===== src/rtl/aes_ctrl_pkg.sv =====
// Shared definitions for the AES-128 cipher/inverse-cipher round controllers.
// Latency: n/a (types and constants only).
// Backpressure: n/a.
//
// Contents: controller state enum, round-phase encodings, default geometry
// constants and a counter-width helper.
package aes_ctrl_pkg;

  // Controller states. LOAD means at least one input beat of the block is held.
  typedef enum logic [2:0] {
    ST_IDLE   = 3'd0,
    ST_KEYEXP = 3'd1,
    ST_SAVE   = 3'd2,
    ST_READY  = 3'd3,
    ST_LOAD   = 3'd4,
    ST_ROUND  = 3'd5,
    ST_OUT    = 3'd6
  } ctrl_state_t;

  // A round spans three cycles: s-box lookup issue, BRAM read, AddRoundKey.
  localparam int         PHASES  = 3;
  localparam logic [1:0] PH_SUB  = 2'd0;
  localparam logic [1:0] PH_BRAM = 2'd1;
  localparam logic [1:0] PH_ARK  = 2'd2;

  // Default block geometry for AES-128 on the 4-BRAM datapath.
  localparam int DEF_ROUNDS    = 10;
  localparam int DEF_IN_BEATS  = 2;
  localparam int DEF_OUT_BEATS = 3;

  // Width of a counter that must be able to hold the value max_val.
  function automatic int cnt_width(input int max_val);
    return (max_val < 1) ? 1 : $clog2(max_val + 1);
  endfunction

endpackage


===== src/rtl/aes_round_seq.sv =====
// Round/phase sequencer: phase counts 0..PHASES-1, round advances on phase wrap.
// Latency: counters update on the clock edge after en/clr is sampled.
// Backpressure: none; en simply freezes both counters when low.
//
// Ports:
//   clk        clock
//   kill       synchronous active-high reset
//   clr        synchronous clear of phase and round (lower priority than kill)
//   en         advance one phase
//   phase      current phase (PH_SUB, PH_BRAM, PH_ARK)
//   last_phase phase is the final phase of a round
//   last_round round counter is at ROUNDS-1
module aes_round_seq
  import aes_ctrl_pkg::*;
#(
  parameter int ROUNDS = DEF_ROUNDS
) (
  input  logic       clk,
  input  logic       kill,
  input  logic       clr,
  input  logic       en,
  output logic [1:0] phase,
  output logic       last_phase,
  output logic       last_round
);

  localparam int RW = cnt_width(ROUNDS);
  localparam logic [RW-1:0] ROUND_LAST = RW'(ROUNDS - 1);
  localparam logic [1:0]    PHASE_LAST = 2'(PHASES - 1);

  logic [RW-1:0] round;

  assign last_phase = (phase == PHASE_LAST);
  assign last_round = (round == ROUND_LAST);

  always_ff @(posedge clk) begin
    if (kill || clr) begin
      phase <= PH_SUB;
      round <= '0;
    end else if (en) begin
      if (last_phase) begin
        phase <= PH_SUB;
        // Saturate at the final round; the owner leaves the round state
        // on this same edge and clears us before the next block.
        if (!last_round) begin
          round <= round + RW'(1);
        end
      end else begin
        phase <= phase + 2'd1;
      end
    end
  end

endmodule


===== src/rtl/aes_128_inv_control_3val.sv =====
// AES-128 inverse-cipher control FSM: key expansion, reverse-order rounds, output beats.
// Latency: last input beat at cycle T -> init_ark T+1, rounds T+1..T+3*ROUNDS, out beats follow.
// Backpressure: none; requests arriving in a busy state are dropped and flagged on err.
//
// Ports:
//   clk, kill                 clock and synchronous active-high reset
//   key_load, in_en           new-key pulse and ciphertext beat valid
//   key_fwd_en, key_save      forward key-expansion step, copy last round key to shadow
//   key_restore, key_rev_en   reload working key from shadow, inverse key-schedule step
//   init_ark, ark_en          initial / per-round AddRoundKey strobes
//   en_invmixcol              InvMixColumns enable (qualified with ark_en)
//   key_valid, busy           expanded key held, controller occupied
//   out_en, out_last          plaintext beat valid and final beat
//   err                       one-cycle pulse: a request was ignored
module aes_128_inv_control_3val
  import aes_ctrl_pkg::*;
#(
  parameter int ROUNDS    = DEF_ROUNDS,
  parameter int IN_BEATS  = DEF_IN_BEATS,
  parameter int OUT_BEATS = DEF_OUT_BEATS
) (
  input  logic clk,
  input  logic kill,
  input  logic key_load,
  input  logic in_en,
  output logic key_fwd_en,
  output logic key_save,
  output logic key_restore,
  output logic key_rev_en,
  output logic init_ark,
  output logic ark_en,
  output logic en_invmixcol,
  output logic key_valid,
  output logic busy,
  output logic out_en,
  output logic out_last,
  output logic err
);

  localparam int SW  = cnt_width(ROUNDS);
  localparam int IBW = cnt_width(IN_BEATS);
  localparam int OBW = cnt_width(OUT_BEATS);

  localparam logic [SW-1:0]  STEP_LAST = SW'(ROUNDS - 1);
  localparam logic [IBW-1:0] IN_LAST   = IBW'(IN_BEATS - 1);
  localparam logic [OBW-1:0] OUT_LAST  = OBW'(OUT_BEATS - 1);

  ctrl_state_t    state;
  logic [SW-1:0]  step;
  logic [IBW-1:0] in_beat;
  logic [OBW-1:0] out_beat;
  logic           key_valid_q;
  logic           init_ark_q;
  logic           err_q;

  logic [1:0]     phase;
  logic           last_phase;
  logic           last_round;

  // States in which a new key / an input beat may be taken.
  logic key_ok;
  logic beat_ok;
  assign key_ok  = (state == ST_IDLE) || (state == ST_READY) || (state == ST_LOAD);
  assign beat_ok = (state == ST_READY) || (state == ST_LOAD);

  // Counters sit at zero outside ROUND so each block starts at round 0, phase 0.
  aes_round_seq #(
    .ROUNDS (ROUNDS)
  ) u_round_seq (
    .clk        (clk),
    .kill       (kill),
    .clr        (state != ST_ROUND),
    .en         (state == ST_ROUND),
    .phase      (phase),
    .last_phase (last_phase),
    .last_round (last_round)
  );

  always_ff @(posedge clk) begin
    if (kill) begin
      state       <= ST_IDLE;
      step        <= '0;
      in_beat     <= '0;
      out_beat    <= '0;
      key_valid_q <= 1'b0;
      init_ark_q  <= 1'b0;
      err_q       <= 1'b0;
    end else begin
      init_ark_q <= 1'b0;
      // A beat is lost if it arrives outside READY/LOAD or collides with
      // an accepted key_load; a key_load is lost outside IDLE/READY/LOAD.
      err_q <= (in_en && (!beat_ok || key_load)) || (key_load && !key_ok);

      if (key_load && key_ok) begin
        // New key: restart expansion and drop any partially loaded block.
        state       <= ST_KEYEXP;
        step        <= '0;
        in_beat     <= '0;
        key_valid_q <= 1'b0;
      end else begin
        case (state)
          ST_KEYEXP: begin
            if (step == STEP_LAST) begin
              state <= ST_SAVE;
            end else begin
              step <= step + SW'(1);
            end
          end

          ST_SAVE: begin
            state       <= ST_READY;
            key_valid_q <= 1'b1;
          end

          ST_READY, ST_LOAD: begin
            if (in_en) begin
              if (in_beat == IN_LAST) begin
                state      <= ST_ROUND;
                in_beat    <= '0;
                init_ark_q <= 1'b1;
              end else begin
                state   <= ST_LOAD;
                in_beat <= in_beat + IBW'(1);
              end
            end
          end

          ST_ROUND: begin
            if (last_phase && last_round) begin
              state    <= ST_OUT;
              out_beat <= '0;
            end
          end

          ST_OUT: begin
            if (out_beat == OUT_LAST) begin
              state    <= ST_READY;
              out_beat <= '0;
            end else begin
              out_beat <= out_beat + OBW'(1);
            end
          end

          default: begin
            state <= ST_IDLE;
          end
        endcase
      end
    end
  end

  // Moore decodes of the registered state and counters.
  assign key_fwd_en   = (state == ST_KEYEXP);
  assign key_save     = (state == ST_SAVE);
  assign key_rev_en   = (state == ST_ROUND) && (phase == PH_SUB);
  assign ark_en       = (state == ST_ROUND) && (phase == PH_ARK);
  // The final inverse round has no InvMixColumns.
  assign en_invmixcol = ark_en && !last_round;
  assign out_en       = (state == ST_OUT);
  assign out_last     = (state == ST_OUT) && (out_beat == OUT_LAST);
  // The working key has walked down to round key 0; reload round key ROUNDS.
  assign key_restore  = (state == ST_OUT) && (out_beat == '0);
  assign busy         = (state == ST_KEYEXP) || (state == ST_SAVE) ||
                        (state == ST_ROUND)  || (state == ST_OUT);
  assign key_valid    = key_valid_q;
  assign init_ark     = init_ark_q;
  assign err          = err_q;

endmodule


===== config.mk =====
export PLATFORM = sky130hd
export DESIGN_NAME = aes_128_inv_control_3val
export DESIGN_NICKNAME = d
export VERILOG_FILES = /design/src/rtl/aes_ctrl_pkg.sv /design/src/rtl/aes_round_seq.sv /design/src/rtl/aes_128_inv_control_3val.sv
export SDC_FILE = /design/constraint.sdc
export NUM_CORES = 1
export LEC_CHECK = 0
export CORE_MARGIN = 10
export CORE_UTILIZATION = 58
export CTS_BUF_LIST = sky130_fd_sc_hd__clkbuf_2
export DETAILED_ROUTE_END_ITERATION = 8
export GPL_TIMING_DRIVEN = 0
export PLACE_DENSITY = 0.84
export SETUP_SLACK_MARGIN = 0.5
export SYNTH_ARGS = -nofsm -noshare
export SYNTH_HDL_FRONTEND = slang
export SYNTH_SLANG_ARGS = --single-unit

===== constraint.sdc =====
create_clock -name clk -period 4.3 [get_ports clk]
set_clock_uncertainty 0.1 [all_clocks]
set_input_delay 0.43 -clock clk [delete_from_list [all_inputs] [get_ports clk]]
set_output_delay 0.43 -clock clk [all_outputs]
set_load 0.05 [all_outputs]

* Word level (Yosys, flattened, before mapping)
Cells that the tools add are included.
Word-level totals: flip-flop bits (word level) 20, bits of input ports 4, output and inout port bits 12, word-level logic and storage cells 87
Operators by class: $add $sub $neg 5, equal/unequal tests 20, mux-type cells 13, bitwise operators 5, reduce and logical (&&, ||, !) cells 34
Operators by type and width (count):
- 3-bit one-hot mux with 5 select lines | 1
- 3-bit two-way mux | 4
- 3-bit equality test (second input constant) | 3
- 1-bit logical AND | 9
- 1-bit logical OR | 9
- 3-bit != test (second input constant) | 3
- 4-bit by 1-bit adder with 4-bit output (second input constant) | 2
- 4-bit equality test (second input constant) | 2
- 2-bit two-way mux | 4
- 4-bit AND reduction | 2
- 2-bit by 1-bit adder with 2-bit output (second input constant) | 3
- 3-bit by 2-bit equality test with 1-bit output (second input constant) | 2
- 3-bit by 1-bit != test with 1-bit output (second input constant) | 2
- 3-bit AND reduction | 2
- 1-bit inverter | 5
- 2-bit equality test (second input constant) | 2
- 2-bit zero test | 2
- 2-bit by 1-bit != test with 1-bit output (second input constant) | 2
- 2-bit != test (second input constant) | 2
- 2-bit one-hot mux with 2 select lines | 1
- 2-bit AND reduction | 2
- 2-bit OR reduction | 2
- 4-bit OR reduction | 1
- 3-bit by 1-bit equality test with 1-bit output (second input constant) | 1
- other kinds (5) | 9

* Depth between registers and ports, before layout
depth after elaboration 6, gate-level depth with buffers 7, depth with buffers taken out 6

* Cells and area by module
From an unflattened synthesis, not the netlist that was laid out.
Second synthesis, totals: cells, all modules 127, area total of the unflattened synthesis 1088.5 um^2
Modules (own cells, without submodules):
- aes_128_inv_control_3val | times used 1, cells an instance 90, area an instance 777.0 um^2, sequential area each 280.3 um^2
- aes_round_seq | times used 1, cells an instance 37, area an instance 311.5 um^2, sequential area each 120.1 um^2

* Worst setup path after synthesis
Ideal clock, no wire load.
kind reg-to-output, from reg state[2], to out key_rev_en, arrival 1.862 ns, required time 3.770 ns, setup slack 1.908 ns, stages on the path, launching flop included 5, buffers on the path 2, cells stage by stage dfxtp_1 buf_4 clkbuf_1 nand3b_1 nor3_1
Between the ends: cells in the longest elaborated chain, start to end 2
Ends and longest elaborated chain:
- from (decl) | line aes_128_inv_control_3val.sv:48 | ctrl_state_t state;
- from (signal assigned) | line aes_128_inv_control_3val.sv:81 | state <= ST_IDLE;
- from (signal assigned) | line aes_128_inv_control_3val.sv:96 | state <= ST_KEYEXP;
- from (signal assigned) | line aes_128_inv_control_3val.sv:104 | state <= ST_SAVE;
- 3-bit equality test | line aes_128_inv_control_3val.sv:155 | assign key_rev_en = (state == ST_ROUND) && (phase == PH_SUB);
- 1-bit logical AND | line aes_128_inv_control_3val.sv:155
- to (decl) | line aes_128_inv_control_3val.sv:29 | output logic key_rev_en,
No other way between the ends.

* Worst setup path in the final report
Same ends and word-level chain as after synthesis.

==> results summary <==
The ratio of cells with drive above 1 in the final layout is 0.0884. The floorplan step defined a core boundary enclosing 1750 sq um. Setup repair after global routing left no endpoint under its margin. The post-cts repair resize count is 0. The deepest level of the CTS H-tree is 1.

The critical path arrival is 2.31 ns. The standard-cell row count is 15. The power per cell area is 283 nW/um^2. For this run the aggregate overflow at the end of global routing stands at 0. The number of cells traversed by the worst register-to-register path came out at 5.

After the first detailed-routing iteration, the DRC count stood at 29. The minimum setup slack among reg-to-reg paths is 2.66 ns. Hold timing on the final database bottoms out at a slack of 0.385 ns. The worst path required time is 3.77 ns. The yosys synthesis warning count came out at 0. The origin of the worst setup path is state[2]. Synthesis produced 128 cells. For this run, the total global-route usage over all layers was measured as 0.124.

Following the worst setup path forward leads to its endpoint at key_rev_en. The clock net in this run drives a total of 20 sinks. The initial core utilization came out at 0.624. The sum of negative setup slack is 0 ns. At the placement stage, the worst setup path has a slack of 1.84 ns. The die span in y came out at 63.3 um. Once placement completed, the tool counted placed cells totaling 168.

In the synthesized netlist the dominant register cell turns out to be dfxtp_1. The min-delay analysis places its worst path in the category reg -> reg. The tree is rooted in a clkbuf_2. The diode insertion count for antenna repair came out at 0. The number of unique standard cell types used by synthesis is 38.

The floorplan step defined a die boundary enclosing 4010 sq um. The largest net degree at the start of global routing is 12. The number of nets produced by synthesis is 136. The maximum clock frequency is 352 MHz. The final clock period utilization by the worst path came out at 0.662.

The worst setup path is of the reg -> out kind. Ranked by total cell area, the synthesized netlist is headed by dfxtp_1 37%, nor2_1 6.2%, ha_1 4.6%. The time the worst path needs with I/O delays and setup is 2.84 ns.

The number of buffers between clock root and the deepest sink is 2. The cell area that synthesis handed to floorplanning was 1090 sq um. The number of post-CTS setup repair buffers came out at 0. The count of TritonRoute iterations in the first routing pass is 4. The share of synthesized area in the top cell type comes to 0.367. Synthesis inferred 20 register bits. The number of endpoints with negative hold slack in the final report came to 0. The first-pass GRT wire length is 4.13 mm.

16 I/O pins were placed. The nature of the critical path startpoint is a register. After the flow finishes, the layout carries non-filler instances totaling 172. The area added between synthesis and finish came out at 18.4%. The hold buffer count at cts came out at 0. The average routed wire per standard cell is 14.3 um.

The die span in x came out at 63.3 um. The half-perimeter wire length of the detailed placement result is 1.87 mm. The number of max-slew violations in the final report is 0. The post-route antenna net violation count came out at 0. The most used standard cell by instance count after synthesis is dfxtp_1. TritonCTS built the clock tree. By count the netlist is led by 20 x dfxtp_1, 18 x nor2_1, 7 x nand2b_1.

The last weighted congestion value of the routability-driven placer came out at 0.865. After detailed routing, the number of vias per cell comes to 5.53. Measured against its own limit, the worst slew margin works out to 0.646. The run finished with clean final reports. The number of setup violations in the final report is 0. The largest total area in the synthesized netlist belongs to dfxtp_1. The later-pin clock latency in the skew report came out at 0.32 ns. The register clock-pin slew on the reported worst setup and hold paths is 0.17 ns.

The number of global-route vias before repair is 912. The number of remaining DRC errors came out at 0. A synthesized cell averages 8.51 sq um. During placement, the flow inserted port buffers numbering 15. The launch instance of the worst register-to-register path is u_round_seq.round[0].

For this run, the post-layout net count is 156. The transition time of the tightest slew-check pin is 0.530 ns. The initial antenna violation count is 0.

The tool flagged a number of max-cap violations equal to 0. The capture point of the worst reg-to-reg path is state[1]. For this block, the via count after detailed routing is 951. The leakage power came out at 0.000483 uW. Of all nets on the critical path, the largest fanout is 10. The share of synthesized area occupied by flip-flops and latches came out at 0.367.

The peak ir drop on the vdd network came out at 0.227 mV. The detailed-route wire length is 2.46 mm. The number of clock buffers added by TritonCTS is 3. Across all setup checks in the final design, the least slack found is 1.46 ns.

The number of synthesized flops with an enable pin came out at 0. The proportion of register bits with asynchronous set or reset after synthesis is 0. The worst setup path is captured at an output port.
==> metrics by stage <==
| step | util | area [sq um] | total power [uW] |
|---|---|---|---|
| 6_report | 0.739 | 1290 | 365 |
| 5_1_grt | 0.739 | 1290 | 381 |
| 4_1_cts | 0.739 | 1290 | 367 |
| 3_5_place_dp | 0.728 | 1270 | 291 |
| 3_3_place_gp | 0.728 | 1270 | 287 |
| 2_1_floorplan | - | 1090 | 263 |
==> routing by layer <==
| layer | track usage | vias up | part of all wire |
|---|---|---|---|
| li1 | - | 482 | - |
| met1 | 0.143 | 435 | 0.45 |
| met2 | 0.202 | 29 | 0.46 |
| met3 | 0.0424 | 5 | 0.074 |
| met4 | 0.0574 | 0 | 0.019 |
| met5 | 0 | - | 0 |
==> logic make-up (layout without fill, tap and decap cells) <==
logic type                 count (synthesis)  in the layout  share of synthesized area
DFF                                       20             20                      0.367
muxes                                      1              1                    0.00919
buffers and inverters                     11             30                     0.0528
xor gates and xnor gates                   7              7                     0.0563
AOI/OAI and AO/OA                         26             26                      0.168
and+or+nand+nor                           59             59                      0.301
adders and majority gates                  4              4                     0.0459
==> critical path, stage by stage, from the launching register on <==
cell and delay (ns):
dfxtp_1 0.35, buf_4 0.15, clkbuf_1 0.36, nand3b_1 0.16, nor3_1 0.15, clkdlybuf4s50_1 0.83
==> power breakdown <==
| group | total [uW] | switching, uW | internal, uW |
|---|---|---|---|
| Combinational | 91.1 | 56.8 | 34.3 |
| Sequential | 197 | 6.02 | 191 |
| Clock | 76.7 | 56.5 | 20.2 |
| Total | 365 | 119 | 246 |
==> worst min path at each step <==
| stage | start | end | cells past startpoint |
|---|---|---|---|
| floorplan | in_beat[1] | init_ark | 1 |
| global placement | in_beat[1] | in_beat[1] | 2 |
| detailed placement | key_valid | key_valid | 2 |
| CTS | in_beat[1] | init_ark | 1 |
| global route | in_beat[1] | init_ark | 1 |
| finish | in_beat[1] | init_ark | 1 |
==> state kept, by name (all words and copies together), names as in the netlist <==
signal and count:
err 1, in_beat 2, init_ark 1, key_valid 1
out_beat 2, state 3, step 4, u_round_seq.phase 2
u_round_seq.round 4
==> cell usage in the layout, fill, tap and decap left out, types with 4 or more instances in the layout <==
cell type / netlist / layout
nand2b_1: 7 / 7
nor3_1: 4 / 4
inv_1: 4 / 4
nand3b_1: 5 / 5
clkdlybuf4s50_1: 0 / 15
nand2_1: 5 / 5
nor2b_1: 5 / 5
ha_1: 4 / 4
o21ai_0: 6 / 6
buf_2: 4 / 4
nor2_1: 18 / 18
dfxtp_1: 20 / 20
o211ai_1: 4 / 4
xor2_1: 5 / 5
a21oi_1: 4 / 4
==> cell type report <==
cell class	instances	area, sq um
inverters	4	15.0
plain buffers	7	42.5
well taps	25	31.3
clock inverters	1	3.75
flip-flops and latches	20	400
multi-input cells	97	632
repair buffers	15	150
clock buffers	3	15.0
fillers	153	455
Power figures use the tool's default switching activity.
==> RTL edit 1: new RTL, config.mk and constraints unchanged <==
Set the package constant `DEF_ROUNDS` to 9 (it was 10).
--- a/src/rtl/aes_ctrl_pkg.sv
+++ b/src/rtl/aes_ctrl_pkg.sv
@@ -26,3 +26,3 @@
   // Default block geometry for AES-128 on the 4-BRAM datapath.
-  localparam int DEF_ROUNDS    = 10;
+  localparam int DEF_ROUNDS    = 9;
   localparam int DEF_IN_BEATS  = 2;
Function: no difference found for any inputs over 10 cycles, from zero or initial values; that may be too few to reach the edited logic, so the function may still have changed.
==> RTL edit 1 against the unedited design <==
- combinational power is 4.0% lower
- wire length grew 2.4%
- sequential cell count unchanged
- power grew 17%
- area after synthesis grew 2.9%
- first-iteration DRC count is 17% higher
- via count increased by 3.7%
- worst setup slack got worse by 39 ps
- final area increased by 4.5%
- die area grew 2.0%
- largest cell class unchanged
==> RTL edit 1: results (changes against the unedited design) <==
* Worst-skew pair later-pin latency at 330 ps
* Asr flop ratio synth at 0% (unchanged)
* RR Endpoint: state[1]
* Synth warn at 0 (unchanged)
* 1st-pass router iterations at 4 (unchanged)
* Hold depth at 1 (unchanged)
* Classification of the worst-slack hold path: reg2reg
* Net count after synthesis at 139 (+2.2%)
* Endpoint of the worst hold-timing path: init_ark
* Worst vdd rail ir drop at 336 µV (+48%)
* Setup Slack @ Placement at 1840 ps (-1.78 ps)
* Number of nets in the layout at 159 (+1.9%)
* Worst r2r src: u_round_seq.round[0]
* Net switching fraction of the power at 28.7% (-4.0 points)
* Final estimated routing congestion in global placement at 0.820 (-5.2%)
* Wire length reported by the detailed router at 2520 µm (+2.4%)
* Most common library cells after synthesis: 20 x sky130_fd_sc_hd__dfxtp_1, 16 x sky130_fd_sc_hd__nor2_1
* Final antenna diode count at 0 (unchanged)
* Number of enable flip-flop cells after synthesis at 0 (unchanged)
* CP Data Arrival Time at 2350 ps (+40 ps)
* Maximum number of pins on one net before global-route repair at 13 (+1)
* DR WL met3 at 180 µm (-1.6%)
* CTS resizes at 0 (unchanged)
* Number of CTS-inserted buffers at 3 (unchanged)
* Initial detailed-routing violation count at 34 (+17%)
* Cell family with most CP delay: buffers and inverters
* Number of inserted filler cells in the final layout at 142 (-7.2%)
* Worst-path clk slew at 190 ps (+20 ps)
* CP max stage delay at 830 ps (about the same)
* Setup Buffers After CTS at 0 (unchanged)
* Vias in the first global route at 947 (+3.8%)
* Max-Slew Margin vs Limit at 66.1% (+1.6 points)
* Met1 wire length at 1060 µm (-4.0%)
* Sequential area share after synthesis at 35.7% (-1.0 points)
* Leading registers by flop count: step x4, u_round_seq.round x4, state x3
* Reg2Reg Setup Slack at 2590 ps (-70 ps)
* Detailed Place HPWL at 1850 µm (-1.5%)
* Slowest cell on the critical path: sky130_fd_sc_hd__clkdlybuf4s50_1
* Synth cell types at 41 (+7.9%)
* Met2 layer wire length in the routed design at 1240 µm (+10%)
* Startpoint of the tightest hold check path: in_beat[1]
* Highest metal layer with signal wires: met4
* Run status: complete, no violations
* Count of input and output buffers at 15 (unchanged)
* Cell types occupying the most area after synthesis: sky130_fd_sc_hd__dfxtp_1 36%, sky130_fd_sc_hd__nor2_1 5.4%, sky130_fd_sc_hd__ha_1 4.5%, sky130_fd_sc_hd__nand2b_1 3.9%, sky130_fd_sc_hd__o21ai_0 3.1%
* Share of layout cells above drive strength 1 at 10.7% (+1.8 points)
* Cell count of the worst reg-to-reg path at 6 (+1)
* Leakage power total at 0.503 nW (+4.1%)
* Initial antenna violation count at 0 (unchanged)
* Number of H-tree levels at 1 (unchanged)
* Cell at the root of the clock tree: sky130_fd_sc_hd__clkbuf_2
* Gr usage total at 12.6% (+0.20 points)
* Post-DR vias/cell at 5.63 (+1.9%)
* Number of buffers between clock root and the deepest sink at 2 (unchanged)
* First-pass GRT wire length at 4310 µm (+4.3%)
* Maximum fanout along the worst path at 10 (unchanged)
-- RTL edit 1: power groups by stage --
stage	clock network (mW)	logic, mW	registers (mW)
2_1_floorplan	0	0.0571	0.202
3_3_place_gp	0	0.0843	0.199
3_5_place_dp	0	0.0859	0.199
4_1_cts	0.143	0.0868	0.195
5_1_grt	0.150	0.0942	0.196
6_report	0.143	0.0875	0.195
-- RTL edit 1: cell families (layout without fill, tap and decap cells) --
kind of cell	after synthesis	count (layout)	share of synthesized area, %
AND/OR/NAND/NOR	59	59	31.4
AO/OA/AOI/OAI	27	27	16.3
flip-flops	20	20	35.7
buffers and inverters	13	32	5.69
XOR/XNOR	6	6	4.69
adder cells (fa/ha/maj)	4	4	4.46
multiplexers	2	2	1.79
-- RTL edit 1: through the flow --
| stage | cells | cell area, µm² | hold slack (ps) |
|---|---|---|---|
| floorplan | 131 | 1120 | 323 |
| CTS | 175 | 1350 | 370 |
| global placement | 171 | 1300 | 340 |
| finish | 175 | 1350 | 365 |
| detailed placement | 171 | 1300 | 348 |
| global route | 175 | 1350 | 394 |
-- RTL edit 1: worst max-delay path by stage --
stage	start	endpoint	slack (ps)	cells after the start
finish	state[2]	key_rev_en	1420	5
CTS	state[2]	key_rev_en	1420	5
detailed placement	state[2]	key_rev_en	1840	5
global placement	state[2]	key_rev_en	1840	5
floorplan	state[2]	key_rev_en	1910	4
global route	state[2]	key_rev_en	1260	5
-- RTL edit 1: final cells by class --
class / count / area [µm²] / area share (%)
Sequential cell: 20 / 400 / 29.7
Clock inverter: 1 / 30.0 / 2.23
Tap cell: 25 / 31.3 / 2.32
Buffer: 6 / 37.5 / 2.79
Timing Repair Buffer: 15 / 150 / 11.1
Clock buffer: 3 / 15.0 / 1.11
Inverter: 7 / 26.3 / 1.95
Multi-Input combinational cell: 98 / 657 / 48.7
-- RTL edit 1: per-layer routing --
metal	GRT usage (%)	vias up
met2	20.3	26
li1	-	488
met3	5.05	6
met4	5.19	0
met1	14.6	466
met5	0	-
==> RTL edit 2: new RTL, same flow settings <==
Without the edit above. Re-encode `ctrl_state_t` (7 states) as Gray code, 3 bits wide.
--- a/src/rtl/aes_ctrl_pkg.sv
+++ b/src/rtl/aes_ctrl_pkg.sv
@@ -10,9 +10,9 @@
   typedef enum logic [2:0] {
-    ST_IDLE   = 3'd0,
-    ST_KEYEXP = 3'd1,
-    ST_SAVE   = 3'd2,
-    ST_READY  = 3'd3,
-    ST_LOAD   = 3'd4,
-    ST_ROUND  = 3'd5,
-    ST_OUT    = 3'd6
+    ST_IDLE   = 3'b000,
+    ST_KEYEXP = 3'b001,
+    ST_SAVE   = 3'b011,
+    ST_READY  = 3'b010,
+    ST_LOAD   = 3'b110,
+    ST_ROUND  = 3'b111,
+    ST_OUT    = 3'b101
   } ctrl_state_t;
Function: no difference found for any inputs over 10 cycles, from zero or initial values; not proved beyond that.
==> RTL edit 2 against the unedited design <==
- sequential cell count unchanged
- hold slack got worse by 25 ps
- count of clock-buffer cells in the layout unchanged
- critical path depth unchanged
- wire length decreased by 12%
- worst setup slack improved by 47 ps
- area after synthesis decreased by 5.5%
- non-clock buffer count decreased by 2
- power decreased by 11%
- final area decreased by 4.9%
- synthesized cell count decreased by 7.0%
==> RTL edit 2: results (changes against the unedited design) <==
* Run status: complete, no violations
* Count of input and output buffers at 15 (unchanged)
* 1st-pass router iterations at 4 (unchanged)
* Gr usage total at 11.3% (-1.2 points)
* Average wire length per cell after detail routing at 13.3 µm (-6.7%)
* Share of layout cells above drive strength 1 at 9.49% (+0.65 points)
* Number of CTS-inserted buffers at 3 (unchanged)
* Detailed Place HPWL at 1640 µm (-13%)
* Initial detailed-routing violation count at 14 (-52%)
* Syn Area/Cell at 8.65 µm² (+1.6%)
* Wire length reported by the detailed router at 2160 µm (-12%)
* Net count after synthesis at 127 (-6.6%)
* Cell at the root of the clock tree: sky130_fd_sc_hd__clkbuf_2
* Final estimated routing congestion in global placement at 0.787 (-9.0%)
* Synth cell types at 41 (+7.9%)
* CP Data Arrival Time at 2270 ps (-40 ps)
* Maximum fanout along the worst path at 4 (-6)
* Number of buffers between clock root and the deepest sink at 2 (unchanged)
* Number of nets in the layout at 147 (-5.8%)
* Worst-skew pair later-pin latency at 300 ps (-20 ps)
* Leading registers by flop count: step x4, u_round_seq.round x4, state x3
* Worst-margin pin slew at 659 ps (+129 ps)
* Maximum number of pins on one net before global-route repair at 11 (-1)
* Classification of the worst-slack hold path: reg2reg
* Sequential area share after synthesis at 38.9% (+2.1 points)
* Vias in the first global route at 882 (-3.3%)
* Worst hold slack across all endpoints at 360 ps (-24.9 ps)
* Leakage power total at 0.440 nW (-8.8%)
* CP max stage delay at 880 ps (+50 ps)
* Reg2Reg Setup Slack at 2620 ps (-40 ps)
* Via count at 926 (-2.6%)
* Setup Slack @ Placement at 1860 ps (+22.2 ps)
* Standard cell area after detailed placement at 0.00121 mm² (-4.7%)
* Max Freq at 0.357 GHz (+1.7%)
* Worst vdd rail ir drop at 223 µV (-1.6%)
* First-pass GRT wire length at 3670 µm (-11%)
* Placed cell count at 159 (-5.4%)
* Cell types occupying the most area after synthesis: sky130_fd_sc_hd__dfxtp_1 39%, sky130_fd_sc_hd__ha_1 4.9%, sky130_fd_sc_hd__nor3_1 4.4%, sky130_fd_sc_hd__a21oi_1 3.9%, sky130_fd_sc_hd__inv_1 2.9%
* Most common library cells after synthesis: 20 x sky130_fd_sc_hd__dfxtp_1, 9 x sky130_fd_sc_hd__nor3_1, 8 x sky130_fd_sc_hd__a21oi_1, 8 x sky130_fd_sc_hd__inv_1, 8 x sky130_fd_sc_hd__nor2_1
RTL edit 2: changes by cell type after synthesis, sizes merged, moves of 4 or more:
cell,before,now
inv,4,9
nor2,18,8
xor2,5,1
o211ai,4,0
a21oi,4,8
nor3,5,9
RTL edit 2: metal layers:
layer | vias to the layer above | global-route usage, % | share of wire [%] | wire length [µm]
li1 | 475 | - | - | -
met1 | 421 | 12.8 | 47 | 1020
met2 | 23 | 17.3 | 43 | 931
met3 | 7 | 4.48 | 6.4 | 138
met4 | 0 | 6.57 | 3.1 | 67
met5 | - | 0 | 0 | 0
RTL edit 2: report_power, final:
group          switching, mW  internal (mW)
sequential           0.00537          0.191
combinational         0.0359         0.0227
clock                 0.0521         0.0190
total                 0.0933          0.232
RTL edit 2: cells by family after synthesis:
| family | synth area share [%] |
|---|---|
| mux | 1.09 |
| flops | 38.9 |
| buf+inv | 5.47 |
| fa+ha+maj | 4.86 |
| xor+xnor | 0.851 |
| simple gates | 28.7 |
| compound gates | 20.2 |
RTL edit 2: layout make-up:
class / count / area (µm²)
repair buffers: 15 / 150
well taps: 25 / 31.3
plain buffers: 5 / 22.5
multi-input cells: 85 / 573
flip-flops and latches: 20 / 400
inverters: 9 / 33.8
clock buffers: 3 / 15.0
fillers: 143 / 482
RTL edit 2: final timing paths:
kind | end | cells past startpoint | startpoint
setup / recovery | en_invmixcol | 5 | u_round_seq.round[1]
hold / removal | init_ark | 1 | in_beat[1]
setup reg to reg | step[2] | 4 | state[1]
hold reg to reg | init_ark | 1 | in_beat[1]
